==> config.mk <==
export PLATFORM = sky130hd
export DESIGN_NAME = button_press_gen
export DESIGN_NICKNAME = d
export VERILOG_FILES = /design/src/rtl/button_press_pkg.sv /design/src/rtl/bounce_lfsr.sv /design/src/rtl/button_press_gen.sv
export SDC_FILE = /design/constraint.sdc
export NUM_CORES = 1
export LEC_CHECK = 0
export CORE_MARGIN = 2
export CORE_UTILIZATION = 40
export DETAILED_ROUTE_END_ITERATION = 10
export PLACE_DENSITY_LB_ADDON = 0.12
export SYNTH_ARGS = -nofsm -noshare
export SYNTH_HDL_FRONTEND = slang
export SYNTH_SLANG_ARGS = --single-unit
==> constraint.sdc <==
create_clock -name clk -period 3 [get_ports clk]
set_clock_uncertainty 0.15 [all_clocks]
set_input_delay 0.6 -clock clk [delete_from_list [all_inputs] [get_ports clk]]
set_output_delay 0.6 -clock clk [all_outputs]
set_load 0.01 [all_outputs]
==> src/rtl/button_press_pkg.sv <==
// Shared types and LFSR constants for the push-button waveform generator.
package button_press_pkg;

  typedef enum logic [1:0] {
    IDLE    = 2'd0,
    BOUNCE  = 2'd1,
    HOLD    = 2'd2,
    RELEASE = 2'd3
  } press_state_t;

  typedef enum logic {
    PRESS_SHORT = 1'b0,
    PRESS_LONG  = 1'b1
  } press_kind_t;

  // x^8+x^6+x^5+x^4+1, left-shifting Fibonacci form: feedback from bits 7,5,4,3
  localparam logic [7:0] LFSR_SEED = 8'hA5;
  localparam logic [7:0] LFSR_TAPS = 8'hB8;

  function automatic logic [7:0] lfsr_step(input logic [7:0] s);
    return {s[6:0], ^(s & LFSR_TAPS)};
  endfunction

endpackage

==> src/rtl/bounce_lfsr.sv <==
// Deterministic contact-bounce source; bit_out is the level to present next cycle.
module bounce_lfsr
  import button_press_pkg::*;
(
  input  logic clk,
  input  logic rst,
  input  logic load,
  output logic bit_out
);

  logic [7:0] lfsr;
  logic [7:0] lfsr_nxt;

  assign lfsr_nxt = lfsr_step(lfsr);
  // On load the seed's own bit is shown first, then one step per cycle
  assign bit_out  = load ? LFSR_SEED[0] : lfsr_nxt[0];

  always_ff @(posedge clk) begin
    if (rst || load) lfsr <= LFSR_SEED;
    else             lfsr <= lfsr_nxt;
  end

endmodule

==> src/rtl/button_press_gen.sv <==
// Turns short/long press commands into a timed push_button level.
// Optional bounce emulation: define BUTTON_PRESS_GEN_BOUNCE_EN.
module button_press_gen
  import button_press_pkg::*;
#(
  parameter int DEBOUNCE_P        = 300,
  parameter int SWITCH_MODE_MIN_T = 5000,
  parameter int SHORT_HOLD_T      = 1000,
  parameter int LONG_HOLD_T       = 6000,
  parameter int RELEASE_T         = 100,
  parameter int BOUNCE_LEN        = 16
) (
  input  logic clk,
  input  logic rst,
  input  logic cmd_valid,
  input  logic cmd_long,
  output logic cmd_ready,
  output logic push_button,
  output logic done
);

  localparam int MAX_A = (LONG_HOLD_T > RELEASE_T) ? LONG_HOLD_T : RELEASE_T;
  localparam int MAX_N = (MAX_A > BOUNCE_LEN) ? MAX_A : BOUNCE_LEN;
  localparam int CW    = $clog2(MAX_N + 1);

  localparam logic [CW-1:0] SHORT_C = CW'(SHORT_HOLD_T - 1);
  localparam logic [CW-1:0] LONG_C  = CW'(LONG_HOLD_T - 1);
  localparam logic [CW-1:0] REL_C   = CW'(RELEASE_T - 1);

  if (!(DEBOUNCE_P < SHORT_HOLD_T && SHORT_HOLD_T < SWITCH_MODE_MIN_T)) begin : g_bad_short
    $fatal(1, "SHORT_HOLD_T must lie strictly between DEBOUNCE_P and SWITCH_MODE_MIN_T");
  end
  if (!(LONG_HOLD_T > SWITCH_MODE_MIN_T)) begin : g_bad_long
    $fatal(1, "LONG_HOLD_T must exceed SWITCH_MODE_MIN_T");
  end
  if (RELEASE_T < 1) begin : g_bad_rel
    $fatal(1, "RELEASE_T must be at least 1");
  end

  press_state_t  state, nstate;
  logic [CW-1:0] cnt, cnt_nxt;
  logic          done_nxt, pb_nxt, accept;

  assign accept    = cmd_valid && (state == IDLE);
  assign cmd_ready = (state == IDLE) && !rst;

`ifdef BUTTON_PRESS_GEN_BOUNCE_EN
  press_kind_t kind, kind_nxt;
  logic        bounce_bit;

  bounce_lfsr u_lfsr (
    .clk     (clk),
    .rst     (rst),
    .load    (accept),
    .bit_out (bounce_bit)
  );

  always_ff @(posedge clk) begin
    if (rst) kind <= PRESS_SHORT;
    else     kind <= kind_nxt;
  end
`endif

  always_comb begin
    nstate   = state;
    cnt_nxt  = (cnt != '0) ? cnt - CW'(1) : cnt;
    done_nxt = 1'b0;
`ifdef BUTTON_PRESS_GEN_BOUNCE_EN
    kind_nxt = kind;
`endif
    case (state)
      IDLE: if (accept) begin
`ifdef BUTTON_PRESS_GEN_BOUNCE_EN
        kind_nxt = press_kind_t'(cmd_long);
        nstate   = BOUNCE;
        cnt_nxt  = CW'(BOUNCE_LEN - 1);
`else
        nstate   = HOLD;
        cnt_nxt  = cmd_long ? LONG_C : SHORT_C;
`endif
      end
`ifdef BUTTON_PRESS_GEN_BOUNCE_EN
      BOUNCE: if (cnt == '0) begin
        nstate  = HOLD;
        cnt_nxt = (kind == PRESS_LONG) ? LONG_C : SHORT_C;
      end
`endif
      HOLD: if (cnt == '0) begin
        nstate  = RELEASE;
        cnt_nxt = REL_C;
      end
      RELEASE: if (cnt == '0) begin
        nstate   = IDLE;
        done_nxt = 1'b1;
      end
      default: nstate = IDLE;
    endcase

    // Output is registered from the next state so it lines up with the state
    case (nstate)
      HOLD:    pb_nxt = 1'b1;
`ifdef BUTTON_PRESS_GEN_BOUNCE_EN
      BOUNCE:  pb_nxt = bounce_bit;
`endif
      default: pb_nxt = 1'b0;
    endcase
  end

  always_ff @(posedge clk) begin
    if (rst) begin
      state       <= IDLE;
      cnt         <= '0;
      push_button <= 1'b0;
      done        <= 1'b0;
    end else begin
      state       <= nstate;
      cnt         <= cnt_nxt;
      push_button <= pb_nxt;
      done        <= done_nxt;
    end
  end

endmodule

After elaboration in Yosys (flattened, before gate mapping):

Index checks and enable logic that the tools add are counted.

* bitwise gates (word level): 1
* eq/ne operators: 3
* add/sub/neg operators: 1
* multiplexer cells: 11
* reductions and logical operators: 7

Operator list (count)
* $mux W13: 4
* $pmux W13 S2: 1
* $logic_not A13 Y1: 1
* $reduce_bool A13 Y1: 1
* $sub A13 B1 Y13 const B: 1
* $eq A2 B2 Y1 const B: 3
* $mux W2: 3
* $pmux W2 S3: 1
* $logic_and A1 B1 Y1: 2
* $logic_not A2 Y1: 1
* $mux W1: 2
* $reduce_or A2 Y1: 1
* $logic_not A1 Y1: 1
* $not A1 Y1: 1

* output and inout bits: 3
* logic and storage cells: 27
* register bits: 17

Logic depth before layout (Yosys ltp):

Gate-level depths: netlist of the first run.

* depth in word-level cells: 6
* gate-level depth with buffers: 8
* mapped depth without buffers: 8

Worst setup path after synthesis of the first run:

No wires, ideal clock.

* path kind: reg-to-reg
* start point: register cnt[0]
* end point: register cnt[0]
* slack: 0.862 ns
* stages on the path, launching flop included: 9
* period minus slack after synthesis: 2.138 ns
* required time: 2.759 ns
* setup time: 0.091 ns
* arrival: 1.897 ns
* cells stage by stage: dfxtp_1 -> inv_1 -> ha_1 -> or3b_1 -> nor4_4 -> inv_2 -> ha_1 -> nor2_1 -> a311oi_1

* word-level cells in the longest chain between the ends: 4
* elaborated cells on any way between the ends: 7
* classes of those cells: 1 x add/sub; 4 x mux; 2 x reduce/logical

Ends and longest elaborated chain
* from (decl): line button_press_gen.sv:41 `logic [CW-1:0] cnt, cnt_nxt;`
* from (signal assigned): line button_press_gen.sv:117 `cnt <= cnt_nxt;`
* $sub A13 B1 Y13 or $reduce_bool A13 Y1 (tied branches): line button_press_gen.sv:66 `cnt_nxt = (cnt != '0) ? cnt - CW'(1) : cnt;`
* $mux W13: line button_press_gen.sv:66
* $mux W13 (on tied branches): line button_press_gen.sv:88, button_press_gen.sv:72
* $pmux W13 S2 (*): line button_press_gen.sv:71 `case (state)`

Mark *: on every way between the ends. The rest lies on a longest branch, timed or not.
A chain may end at the register's enable or synchronous reset.

Worst setup path in the final report of the first run:

* start point: input rst
* end point: output cmd_ready

* word-level cells in the longest chain between the ends: 2

Ends and longest elaborated chain
* from (decl): line button_press_gen.sv:14 `input logic rst,`
* $logic_not A1 Y1: line button_press_gen.sv:45 `assign cmd_ready = (state == IDLE) && !rst;`
* $logic_and A1 B1 Y1: line button_press_gen.sv:45
* to (decl): line button_press_gen.sv:17 `output logic cmd_ready,`

No other way between the ends.

==> flow_metrics.tcl, run 1 <==
set metrics [dict create \
    relSlewSlack_pct 61.6 \
    drv_cap 0 \
    ys_types 32 \
    synth-seq-cells 17 \
    drive_gt1_share_pct 8.77 \
    wl_met3_um 69 \
    drtIter0Drc 8 \
    worstPathMaxFanout 2 \
    fin_setup_tns_ns 0 \
    fill_cells 210 \
    synth_nets 114 \
    ant_nets 0 \
    die-area_um2 2570 \
    grt_usage_pct 17.3 \
    start_util_pct 43.6 \
    hold_path_depth 2 \
    wirelength_um 1850 \
    setup_violations 0 \
    yosysSeqAreaShare_pct 39.0 \
    synth_edf_count 0 \
    dr_wl_met2_um 847 \
    cts-root-buf "clkbuf_4" \
    fin_util_pct 48.4 \
    worst_slack_ns 0.529 \
    tritoncts "yes" \
    worst_ep_required_time_ns 2.25 \
    p_leak_nw 0.352 \
    ios 7 \
    synth_top_family_by_area "simple AND/OR/NAND/NOR gates" \
    drt_pass1_iterations 4 \
    crit_path_max_incr_delay_ns 0.56 \
    drt-met1-wl_um 899 \
    post_drt_via_cell_ratio 5.45 \
    synthXorXnorAreaFrac_pct 5.02 \
    fp.coreArea_um2 2000 \
    synthMuxAreaShare_pct 0 \
    multiInputGateArea_um2 482 \
    setup.worst_path.end_class "output pin" \
    timing.fmax_mhz 405 \
    place_hpwl_um 1400 \
    worstMarginPinSlew_ns 0.573 \
    worstPathArrival_ns 1.72 \
    ir_worst_vdd_uv 262 \
    clk_pin_slew_ns 0.09 \
    syn2layout_area_growth_pct 11.0 \
    gp_congestion 0.742 \
    fin_crit_ns 2.47 \
    hp-class "register to register" \
    portBuffers 6 \
    grt_max_degree 14 \
    cts_buffer_depth 2 \
    chipWidth_um 50.7 \
    hold_buffers 0 \
    async_flop_share_pct 0 \
    cts.repair.resized 0 \
    fp-row-count 16 \
    ys_warn_count 0 \
    hold_path_end "cnt[12]" \
    cts_made_buffers 3 \
    reg2reg_depth 8 \
    hp-start "cnt[12]" \
    grt-ovfl-total 0 \
    post_cts_buffers 0 \
    wire_per_inst_um 13.1 \
    rsz0062_at_grt "false" \
    clock_latency_ns 0.30 \
    cts_sinks 17 \
    finalHoldViolations 0 \
    start_kind "input pin" \
    cpMaxStageDelayCell "clkdlybuf4s50_1" \
    top_layer "met4" \
    slew_viol_final 0 \
    status "completed" \
    path_common_cell "clkdlybuf4s50_1" \
    synth_compound_area_share_pct 15.4 \
    h-tree-depth 1 \
    synthSimpleGateAreaFrac_pct 32.0 \
    path_cells "clkdlybuf4s50_1 -> nor3_1 -> clkdlybuf4s50_1" \
    num_vias 769 \
    drc 0 \
    syn_inst 108 \
    regArea_um2 340 \
    r2r_end "cnt[0]" \
    antenna_found_initial 0 \
    p_per_area_nw_per_um2 577 \
    finish.net_count 121 \
    synth_fa_ha_area_share_pct 2.87 \
    grt_pass1_wl_um 3290 \
    n_antenna_cell 0 \
    pre_cts_ws_ns 0.508 \
    finalCritPeriodShare_pct 82.4 \
    synth_area_per_cell_um2 8.07 \
    first_global_vias 735 \
    r2r_start "cnt[0]" \
    critPathKind "input pin to output pin" \
    r2r_setup_slack_ns 0.54 \
    fp.dieH_um 50.7 \
    synthesis.area_um2 872 \
    synthFlopType "dfxtp_1" \
]
==> per-stage QoR <==
step | cells | area [um^2] | total power (W) | hold WS [ns]
floorplan | 108 | 872 | 0.000404 | 0.306
global placement | 137 | 942 | 0.000431 | 0.339
detailed placement | 137 | 942 | 0.000438 | 0.339
CTS | 141 | 968 | 0.000564 | 0.353
global route | 141 | 968 | 0.000600 | 0.381
finish | 141 | 968 | 0.000559 | 0.353
==> sequential cells by signal, summed over array words and instances, names as in the netlist <==
name,flops
cnt,13
done,1
push_button,1
state,2
==> critical path: cells and delay by family <==
kind	cells	cell delay, ns
AND/OR/NAND/NOR	1	0.14
buffers and inverters	2	0.98
==> area by class of cell <==
type	count	area share, %
Timing Repair Buffer	7	6.98
Inverter	5	1.94
Clock buffer	4	2.71
Sequential cell	17	35.1
Tap cell	27	3.49
Multi-Input combinational cell	81	49.7
==> cells by family (layout without fill, tap and decap cells) <==
kind of cell / Yosys count / in the layout
AND/OR/NAND/NOR: 51 / 51
flip-flops: 17 / 17
XOR/XNOR: 5 / 5
AO/OA/AOI/OAI: 23 / 23
buffers and inverters: 10 / 16
adder cells (fa/ha/maj): 2 / 2
==> per-layer routing <==
| metal | global-route usage [%] | vias up |
|---|---|---|
| li1 | - | 394 |
| met1 | 22.9 | 357 |
| met2 | 25.4 | 14 |
| met3 | 5.36 | 4 |
| met4 | 8.11 | 0 |
| met5 | 0 | - |
==> placed cells by master, fill, tap and decap left out, types with 3 or more instances in the layout <==
cell type / synthesis / routed
a21oi_1: 12 / 12
clkbuf_4: 0 / 3
clkdlybuf4s50_1: 0 / 6
dfxtp_1: 17 / 17
inv_1: 4 / 4
nand2_1: 8 / 8
nand2b_1: 4 / 4
nor2_1: 14 / 14
nor3_1: 10 / 10
o21ai_0: 3 / 3
xnor2_1: 5 / 5
==> Yosys cell counts (all sizes together), types with 3 or more instances <==
master	number	area [um^2]
nor4	3	33.8
nand2b	4	25.0
dfxtp	17	340
xnor2	5	43.8
nor2	14	52.6
or3	3	20.0
inv	5	18.8
nand2	8	30.0
nor3	10	50.1
a21oi	12	60.1
clkbuf	3	11.3
o21ai	4	20.0
==> worst max path at each step <==
stage / slack (ns) / from / end / depth (start not counted)
after global placement: 0.52 / rst / cmd_ready / 3
final: 0.53 / rst / cmd_ready / 3
after detailed placement: 0.51 / rst / cmd_ready / 3
after floorplan: 0.86 / cnt[0] / cnt[0] / 8
after global routing: 0.35 / cnt[0] / cnt[0] / 8
after CTS: 0.51 / rst / cmd_ready / 3
==> power by group <==
| part | internal, W | switching, W | total, W |
|---|---|---|---|
| clock | 0.0000519 | 0.0000738 | 0.000126 |
| combinational | 0.0000693 | 0.0000859 | 0.000155 |
| sequential | 0.000250 | 0.0000280 | 0.000278 |
| total | 0.000372 | 0.000188 | 0.000559 |
(Power assumes the default switching activity.)
==> inputs of run 2 (changes only) <==
==> constraint.sdc (replaced) <==
create_clock -name clk -period 2.55 [get_ports clk]
set_clock_uncertainty 0.15 [all_clocks]
set_input_delay 0.51 -clock clk [delete_from_list [all_inputs] [get_ports clk]]
set_output_delay 0.51 -clock clk [all_outputs]
set_load 0.01 [all_outputs]
==> run 2 against run 1 <==
  * Via count fell by 3.5%
  * Worst hold slack improved by 0.0055 ns
  * Critical path type unchanged
  * Critical path depth did not move
  * Design area rose by 0.78%
  * Global-route usage fell by 0.77 points
  * Utilization rose by 0.37 points
  * Sequential power rose by 17%
  * Clock-buffer cell count did not move
==> flow_metrics.tcl, run 2 (same netlist as run 1, synthesis figures left out) <==
set metrics [dict create \
    status "completed" \
    p_sw_w 0.000214 \
    ios 7 \
    h-tree-depth 1 \
    drv_cap 0 \
    internal_power_w 0.000438 \
    gp_congestion 0.749 \
    worstPathMaxFanout 2 \
    final_cell_mix "dfxtp_1, nor2_1, a21oi_1" \
    grt-ovfl-total 0 \
    portBuffers 6 \
    wirelength_um 1780 \
    fill_cells 220 \
    grt_usage_pct 16.5 \
    p_leak_nw 0.357 \
    power_frac_seq_pct 50.1 \
    post_cts_buffers 0 \
    fp.dieH_um 50.7 \
    start_kind "input pin" \
    worstMarginPinSlew_ns 0.544 \
    fin_setup_tns_ns 0 \
    clock_latency_ns 0.29 \
    setup.worst_path.end_class "output pin" \
    largest_reg_flops 13 \
    worstPathArrival_ns 1.66 \
    grt_pass1_wl_um 3130 \
    tritoncts "yes" \
    num_vias 742 \
    final_common_cell "dfxtp_1" \
    fin_util_pct 48.8 \
    worst_ep_required_time_ns 1.89 \
    pwr-share-comb_pct 27.9 \
    setup_violations 0 \
    cts_made_buffers 3 \
    p_per_area_nw_per_um2 668 \
    first_global_vias 695 \
    start_util_pct 43.6 \
    place_hpwl_um 1330 \
    drtIter0Drc 13 \
    top_regs "cnt x13, state x2" \
    wire_per_inst_um 12.6 \
    finalCritPeriodShare_pct 90.9 \
    fin_crit_ns 2.32 \
    hp-class "register to register" \
    chipWidth_um 50.7 \
    finish.net_count 122 \
    post_drt_via_cell_ratio 5.23 \
    slew_viol_final 0 \
    ant_nets 0 \
    fp.coreArea_um2 2000 \
    cts-root-buf "clkbuf_4" \
    n_antenna_cell 0 \
    critPathKind "input pin to output pin" \
    relSlewSlack_pct 63.6 \
    fp-row-count 16 \
    pwr-share-clk_pct 22.0 \
    drt_pass1_iterations 4 \
    cts_sinks 17 \
    finalHoldViolations 0 \
    syn2layout_area_growth_pct 11.9 \
    antenna_found_initial 0 \
    hold_buffers 0 \
    regMostFlops "cnt" \
    rsz0062_at_grt "false" \
    drc 0 \
    drive_gt1_share_pct 9.57 \
    swShare_pct 32.8 \
    clk_pin_slew_ns 0.09 \
    die-area_um2 2570 \
    ir_worst_vdd_uv 352 \
    grt_max_degree 14 \
    cts_buffer_depth 2 \
    cts.repair.resized 0 \
    timing.fmax_mhz 431 \
]
==> run 2: changes by cell type in the layout (fill, tap and decap cells not counted), sizes merged <==
cell / change
buf: +1
==> run 2: worst max-delay path, stage by stage <==
cell	delay, ns
clkdlybuf4s50_1	0.41
nor3_1	0.17
clkdlybuf4s50_1	0.57
==> run 2: worst paths after layout <==
check                             start   endpoint  slack (ns)  cells past startpoint
worst min register to register  cnt[12]    cnt[12]        0.36                      2
worst max register to register   cnt[0]     cnt[0]        0.29                      8
worst max-delay path                rst  cmd_ready        0.23                      3
worst min-delay path            cnt[12]    cnt[12]        0.36                      2
==> run 2: per-layer routing <==
layer / vias up / track usage [%] / routed length, um
met3: 2 / 5.36 / 66
li1: 398 / - / -
met5: - / 0 / 0
met4: 0 / 5.41 / 19
met1: 333 / 23.0 / 932
met2: 9 / 23.9 / 767
==> run 2: through the flow <==
step | cell area [um^2] | worst slack [ns] | instances | total power [W] | hold WS [ns]
2_1_floorplan | 872 | 0.412 | 108 | 0.000475 | 0.306
3_3_place_gp | 950 | 0.239 | 138 | 0.000510 | 0.338
3_5_place_dp | 950 | 0.210 | 138 | 0.000514 | 0.347
4_1_cts | 976 | 0.210 | 142 | 0.000660 | 0.362
5_1_grt | 976 | 0.124 | 142 | 0.000703 | 0.406
6_report | 976 | 0.232 | 142 | 0.000652 | 0.359
==> run 2: area by class of cell <==
| class | instances | area [um^2] | share of cell area, % |
|---|---|---|---|
| clock buffer | 4 | 26.3 | 2.69 |
| multi-input combinational | 81 | 482 | 49.4 |
| inverter | 5 | 18.8 | 1.92 |
| timing repair buffer | 8 | 75.1 | 7.69 |
| sequential | 17 | 340 | 34.9 |
| tap | 27 | 33.8 | 3.46 |
==> run 2: power by group through the flow <==
stage | Clock, W | Combinational [W] | Sequential [W]
3_3_place_gp | 0 | 0.000179 | 0.000331
3_5_place_dp | 0 | 0.000181 | 0.000333
2_1_floorplan | 0 | 0.000152 | 0.000324
4_1_cts | 0.000150 | 0.000183 | 0.000327
6_report | 0.000144 | 0.000182 | 0.000326
5_1_grt | 0.000163 | 0.000208 | 0.000332
